$ cat src/rtl/svm_sv_classifier_if.sv
// Bundle of the support-vector stream, query, result and status signals
// between the classifier and its neighbours.
interface svm_sv_classifier_if #(
  parameter int N_SV  = 16,
  parameter int ACC_W = 32
);
  localparam int CW = $clog2(N_SV) + 1;

  logic             sv_valid;
  logic [8:0]       alpha_in;
  logic [8:0]       x_sv_in;
  logic [1:0]       y_sv_in;
  logic             trainer_done;
  logic             q_valid;
  logic [8:0]       x_q;
  logic             q_ready;
  logic             res_valid;
  logic             res_ready;
  logic [1:0]       res_class;
  logic [ACC_W-1:0] res_score;
  logic [CW-1:0]    sv_count;
  logic             locked;
  logic             overflow;

  modport master (
    output sv_valid, alpha_in, x_sv_in, y_sv_in, trainer_done,
           q_valid, x_q, res_ready,
    input  q_ready, res_valid, res_class, res_score, sv_count, locked, overflow
  );

  modport slave (
    input  sv_valid, alpha_in, x_sv_in, y_sv_in, trainer_done,
           q_valid, x_q, res_ready,
    output q_ready, res_valid, res_class, res_score, sv_count, locked, overflow
  );
endinterface

$ cat src/rtl/svm_sv_classifier.sv
// Captures the trainer's support-vector stream, then scores queries with a
// linear kernel, one stored vector per cycle.
module svm_sv_classifier #(
  parameter int                      N_SV  = 16,
  parameter int                      ACC_W = 32,
  parameter logic signed [ACC_W-1:0] BIAS  = '0
) (
  input logic                clk,
  input logic                reset,
  svm_sv_classifier_if.slave bus
);
  localparam int CW = $clog2(N_SV) + 1;
  localparam int IW = $clog2(N_SV);

  typedef enum logic [1:0] {CAPTURE, IDLE, RUN, OUT} state_t;

  state_t           state_q, state_d;
  logic [CW-1:0]    cnt_q, cnt_d;
  logic [CW-1:0]    idx_q, idx_d;
  logic             locked_q, locked_d;
  logic             ovf_q, ovf_d;
  logic [8:0]       xq_q, xq_d;
  logic [ACC_W-1:0] acc_q, acc_d;

  logic [8:0] alpha_mem [N_SV];
  logic [8:0] x_mem     [N_SV];
  logic [1:0] y_mem     [N_SV];

  logic             wr_en;
  logic [IW-1:0]    wr_idx, rd_idx;
  logic [26:0]      term;
  logic [ACC_W-1:0] term_ext;

  assign wr_idx   = cnt_q[IW-1:0];
  assign rd_idx   = idx_q[IW-1:0];
  // Full 27-bit unsigned product; cast into the accumulator width (wraps if narrower).
  assign term     = 27'(alpha_mem[rd_idx]) * 27'(x_mem[rd_idx]) * 27'(xq_q);
  assign term_ext = ACC_W'(term);

  // Next-state, capture and accumulate logic.
  always_comb begin
    state_d  = state_q;
    cnt_d    = cnt_q;
    idx_d    = idx_q;
    locked_d = locked_q;
    ovf_d    = ovf_q;
    xq_d     = xq_q;
    acc_d    = acc_q;
    wr_en    = 1'b0;
    case (state_q)
      CAPTURE: begin
        if (bus.sv_valid) begin
          if (cnt_q < CW'(N_SV)) begin
            wr_en = 1'b1;
            cnt_d = cnt_q + 1'b1;
          end else begin
            ovf_d = 1'b1;
          end
        end
        if (bus.trainer_done) begin
          state_d  = IDLE;
          locked_d = 1'b1;
        end
      end
      IDLE: begin
        if (bus.q_valid) begin
          xq_d    = bus.x_q;
          acc_d   = BIAS;
          idx_d   = '0;
          state_d = (cnt_q != '0) ? RUN : OUT;
        end
      end
      RUN: begin
        case (y_mem[rd_idx])
          2'b01:   acc_d = acc_q + term_ext;
          2'b11:   acc_d = acc_q - term_ext;
          default: acc_d = acc_q;
        endcase
        idx_d = idx_q + 1'b1;
        if (idx_q == cnt_q - 1'b1) state_d = OUT;
      end
      OUT: begin
        if (bus.res_ready) state_d = IDLE;
      end
      default: state_d = CAPTURE;
    endcase
  end

  // State and datapath registers; reset discards any result in flight.
  always_ff @(posedge clk) begin
    if (reset) begin
      state_q  <= CAPTURE;
      cnt_q    <= '0;
      idx_q    <= '0;
      locked_q <= 1'b0;
      ovf_q    <= 1'b0;
      xq_q     <= '0;
      acc_q    <= '0;
    end else begin
      state_q  <= state_d;
      cnt_q    <= cnt_d;
      idx_q    <= idx_d;
      locked_q <= locked_d;
      ovf_q    <= ovf_d;
      xq_q     <= xq_d;
      acc_q    <= acc_d;
    end
  end

  // Support-vector storage; contents beyond cnt_q are never read, so no reset.
  always_ff @(posedge clk) begin
    if (wr_en) begin
      alpha_mem[wr_idx] <= bus.alpha_in;
      x_mem[wr_idx]     <= bus.x_sv_in;
      y_mem[wr_idx]     <= bus.y_sv_in;
    end
  end

  // Outputs; result fields read zero outside OUT.
  always_comb begin
    bus.q_ready   = (state_q == IDLE);
    bus.res_valid = (state_q == OUT);
    bus.res_score = bus.res_valid ? acc_q : '0;
    bus.res_class = bus.res_valid ? (acc_q[ACC_W-1] ? 2'b11 : 2'b01) : 2'b00;
    bus.sv_count  = cnt_q;
    bus.locked    = locked_q;
    bus.overflow  = ovf_q;
  end
endmodule

$ cat src/flat_wrapper.sv
// flat-port wrapper written by rule: the top's interface ports become plain ports
module svm_sv_classifier_flat 
#(
  parameter int                      N_SV  = 16,
  parameter int                      ACC_W = 32,
  parameter logic signed [ACC_W-1:0] BIAS  = '0
)
  (clk, reset, bus_sv_valid, bus_alpha_in, bus_x_sv_in, bus_y_sv_in, bus_trainer_done, bus_q_valid, bus_x_q, bus_res_ready, bus_q_ready, bus_res_valid, bus_res_class, bus_res_score, bus_sv_count, bus_locked, bus_overflow);
  svm_sv_classifier_if #(.N_SV(N_SV), .ACC_W(ACC_W)) bus_i ();
  input logic clk;
  input logic reset;
  input wire logic [$bits(bus_i.sv_valid)-1:0] bus_sv_valid;
  input wire logic [$bits(bus_i.alpha_in)-1:0] bus_alpha_in;
  input wire logic [$bits(bus_i.x_sv_in)-1:0] bus_x_sv_in;
  input wire logic [$bits(bus_i.y_sv_in)-1:0] bus_y_sv_in;
  input wire logic [$bits(bus_i.trainer_done)-1:0] bus_trainer_done;
  input wire logic [$bits(bus_i.q_valid)-1:0] bus_q_valid;
  input wire logic [$bits(bus_i.x_q)-1:0] bus_x_q;
  input wire logic [$bits(bus_i.res_ready)-1:0] bus_res_ready;
  output wire logic [$bits(bus_i.q_ready)-1:0] bus_q_ready;
  output wire logic [$bits(bus_i.res_valid)-1:0] bus_res_valid;
  output wire logic [$bits(bus_i.res_class)-1:0] bus_res_class;
  output wire logic [$bits(bus_i.res_score)-1:0] bus_res_score;
  output wire logic [$bits(bus_i.sv_count)-1:0] bus_sv_count;
  output wire logic [$bits(bus_i.locked)-1:0] bus_locked;
  output wire logic [$bits(bus_i.overflow)-1:0] bus_overflow;
  assign bus_i.sv_valid = bus_sv_valid;
  assign bus_i.alpha_in = bus_alpha_in;
  assign bus_i.x_sv_in = bus_x_sv_in;
  assign bus_i.y_sv_in = bus_y_sv_in;
  assign bus_i.trainer_done = bus_trainer_done;
  assign bus_i.q_valid = bus_q_valid;
  assign bus_i.x_q = bus_x_q;
  assign bus_i.res_ready = bus_res_ready;
  assign bus_q_ready = bus_i.q_ready;
  assign bus_res_valid = bus_i.res_valid;
  assign bus_res_class = bus_i.res_class;
  assign bus_res_score = bus_i.res_score;
  assign bus_sv_count = bus_i.sv_count;
  assign bus_locked = bus_i.locked;
  assign bus_overflow = bus_i.overflow;
  svm_sv_classifier #(.N_SV(N_SV), .ACC_W(ACC_W), .BIAS(BIAS)) u_core (.clk(clk), .reset(reset), .bus(bus_i));
endmodule
$ cat config.mk
export PLATFORM = sky130hd
export DESIGN_NAME = svm_sv_classifier_flat
export DESIGN_NICKNAME = d
export VERILOG_FILES = /design/src/rtl/svm_sv_classifier_if.sv /design/src/rtl/svm_sv_classifier.sv /design/src/flat_wrapper.sv
export SDC_FILE = /design/constraint.sdc
export NUM_CORES = 1
export LEC_CHECK = 0
export ABC_CLOCK_PERIOD_IN_PS = 13910
export BUFFER_PORTS_ARGS = -buffer_cell sky130_fd_sc_hd__buf_2
export CAP_MARGIN = 40
export CORE_MARGIN = 10
export CORE_UTILIZATION = 45
export CTS_BUF_LIST = sky130_fd_sc_hd__clkbuf_8
export CTS_CLUSTER_SIZE = 8
export DETAILED_ROUTE_END_ITERATION = 12
export PLACE_DENSITY = 0.64
export SYNTH_ARGS = -nofsm -noshare
export SYNTH_HDL_FRONTEND = slang
export SYNTH_SLANG_ARGS = --single-unit
$ cat constraint.sdc
create_clock -name clk -period 13.91 [get_ports clk]
set_clock_uncertainty 0.2 [all_clocks]
set_input_delay 2.782 -clock clk [delete_from_list [all_inputs] [get_ports clk]]
set_output_delay 2.782 -clock clk [all_outputs]
set_load 0.05 [all_outputs]
==> qor.csv <==
metric,value,unit
number of levels the H-tree was split into,2,
die outline height,253,µm
# nets final,2450,
outcome,finished clean,
Num CTS Buffers,61,
CTS sink count,379,
average cell area after synthesis,12.2,µm²
# rows,85,
clock transition at the registers of the reported paths,0.06,ns
synthesized flop and latch total,379,
global-route wire length before repair,88.9,mm
Total Negative Setup Slacks,0,ns
post-synth top area cell,sky130_fd_sc_hd__edfxtp_1,
cell types with the largest area share after synthesis,"sky130_fd_sc_hd__edfxtp_1, sky130_fd_sc_hd__fa_1, sky130_fd_sc_hd__mux4_2",
count of unique library cells instantiated by Yosys,74,
Slew headroom,0.433,
CP Capture Type,flop,
total nets after synthesis,2322,
final global-route overflow total,0,
initial core utilization,0.454,
Crit path max-delay family,adder cells,
share of the synthesized area in the top cell type,0.394,
Ports,78,
Detail Route Antenna Nets,0,
Post-synth top cells,"sky130_fd_sc_hd__edfxtp_1, sky130_fd_sc_hd__inv_1, sky130_fd_sc_hd__nand2_1",
fill cell instance count of the final layout,4705,
Finished Core Util,0.504,
final worst path period share,0.945,
dominant synthesized flop cell,sky130_fd_sc_hd__edfxtp_1,
number of vias per cell,5.43,
# Max-Cap Violations,0,
maximum operating frequency,0.0761,GHz
Die Outline Area,64000,µm²
root cell of the clock tree,sky130_fd_sc_hd__clkbuf_8,
worst setup path class,reg2reg,
Diodes inserted,0,
startpoint type of the worst setup path,flop,
shortest period the worst path allows,13.15,ns
Starting DRT DRC Count,855,
number of standard cells after synthesis,1997,
maximum count of clock buffers along a single path,3,
pin count of the biggest net entering global routing,41,
data arrival time of the critical path,13.49,ns
WP data required,14.26,ns
CTS tree,done,
global routing usage summed across all routing layers,0.175,
count of flip-flops with a built-in enable after synthesis,320,
Worst Path Max Fanout,10,
"FFs w/ async S/R, synth",0,
critical path buffer and inverter count,10,
actual transition at the worst max-transition pin,0.851,ns
critical path's largest stage delay,0.54,ns
iteration count of the initial detailed-routing pass,4,
cell with the most instances after synthesis,sky130_fd_sc_hd__edfxtp_1,
I/O Buffers,77,
proportion of synthesized chip area in sequential cells,0.442,
HPWL after detailed placement,38.6,mm
total number of yosys warnings,0,
layout overhead on the synthesized area,11.2,%
Worst path slowest cell,sky130_fd_sc_hd__fa_1,
number of remaining DRC errors,0,
HP Class,reg2reg,
vias in the first global route,16200,
RSZ-0062 raised after global routing,false,
WL final,55.9,mm
cell area after synthesis,24400,µm²
share of final-layout standard cells stronger than drive strength 1,0.166,
standard cell core area,53800,µm²
hold buffer count at CTS,0,
final number of setup-violating endpoints,0,
detailed-route via count,15500,
average routed wire per standard cell,19.5,µm
initial antenna violation count,4,
Worst-Skew Late Latency,0.66,ns
weighted congestion reported at the end of routability-driven placement,0.907,
max-slew violation count,0,
final hold viol count,0,
die outline width,253,µm
==> area by class of cell <==
cell class | instances | area, µm² | share of cell area
Tap cell | 696 | 871 | 0.0321
Inverter | 248 | 931 | 0.0343
Multi-Input combinational cell | 1303 | 12500 | 0.461
Clock inverter | 38 | 198 | 0.00728
Clock buffer | 64 | 881 | 0.0324
Timing Repair Buffer | 132 | 943 | 0.0348
Sequential cell | 379 | 10800 | 0.398
==> worst min-delay path, delay by kind of cell (launching register included) <==
family | cells | cell delay (ns)
and+or+nand+nor | 1 | 0.05
DFF | 1 | 0.32
AOI/OAI and AO/OA | 1 | 0.05
==> cells in the final DEF, fill, tap and decap left out, types with 24 or more instances in the layout <==
cell type                    n
sky130_fd_sc_hd__nand2_1   168
sky130_fd_sc_hd__xnor2_1    51
sky130_fd_sc_hd__ha_1      126
sky130_fd_sc_hd__nand2b_1   28
sky130_fd_sc_hd__edfxtp_1  320
sky130_fd_sc_hd__a21o_1     27
sky130_fd_sc_hd__buf_4      43
sky130_fd_sc_hd__fa_1      164
sky130_fd_sc_hd__buf_2      78
sky130_fd_sc_hd__o21ai_0    34
sky130_fd_sc_hd__inv_1     262
sky130_fd_sc_hd__xor2_1     29
sky130_fd_sc_hd__nor2b_1    25
sky130_fd_sc_hd__dfxtp_1    56
sky130_fd_sc_hd__a21oi_1    69
sky130_fd_sc_hd__and2_1    113
sky130_fd_sc_hd__clkbuf_8   64
sky130_fd_sc_hd__nor2_1    120
sky130_fd_sc_hd__mux4_2     98
sky130_fd_sc_hd__nor3_1     24
==> routing by layer <==
layer  up-vias  global-route usage  wire [µm]
met4         8              0.0482       1090
met5         -                   0         62
met1      7870               0.219      23200
met3        76              0.0272       2660
met2       324               0.311      28800
li1       7250                   -          -
==> path summary, 6_finish.rpt <==
path,start,to,slack (ns),cells past startpoint
max,flop,u_core.acc_q[30],0.76,51
min,u_core.xq_q[2],u_core.xq_q[2],0.27,2
max reg2reg,flop,u_core.acc_q[30],0.76,51
min reg2reg,u_core.xq_q[2],u_core.xq_q[2],0.27,2
==> state kept, by name, indices dropped and copies added, names as in the netlist, named ones only <==
signal / flops
u_core.alpha_mem: 144
u_core.x_mem: 144
u_core.acc_q: 32
u_core.y_mem: 32
u_core.xq_q: 9
u_core.bus.sv_count: 5
u_core.idx_q: 5
u_core.state_q: 2
u_core.bus.locked: 1
u_core.bus.overflow: 1
==> what timing repair did <==
action	4_1_cts	5_1_grt
setup buffers	0	9
resized for setup	0	25
endpoints found under the setup margin	0	8
==> cells by family after synthesis <==
logic type,Yosys count,synth area share
simple gates,556,0.111
flops,379,0.442
mux,108,0.0946
xor+xnor,83,0.0298
fa+ha+maj,290,0.199
compound gates,266,0.0741
buf+inv,315,0.0496
==> stage by stage <==
step | instance area, µm² | hold WS (ns) | setup slack [ns] | cells
after global routing | 27100 | 0.301 | 0.0111 | 2860
after floorplan | 24400 | 0.232 | 0.506 | 1997
after CTS | 26900 | 0.273 | 0.251 | 2847
after detailed placement | 25800 | 0.265 | 0.352 | 2745
after global placement | 25800 | 0.246 | 0.460 | 2743
final | 27100 | 0.270 | 0.765 | 2860
Power is not shown: default switching activity piles up to over one toggle a cycle in this logic, so the estimate is an artifact.
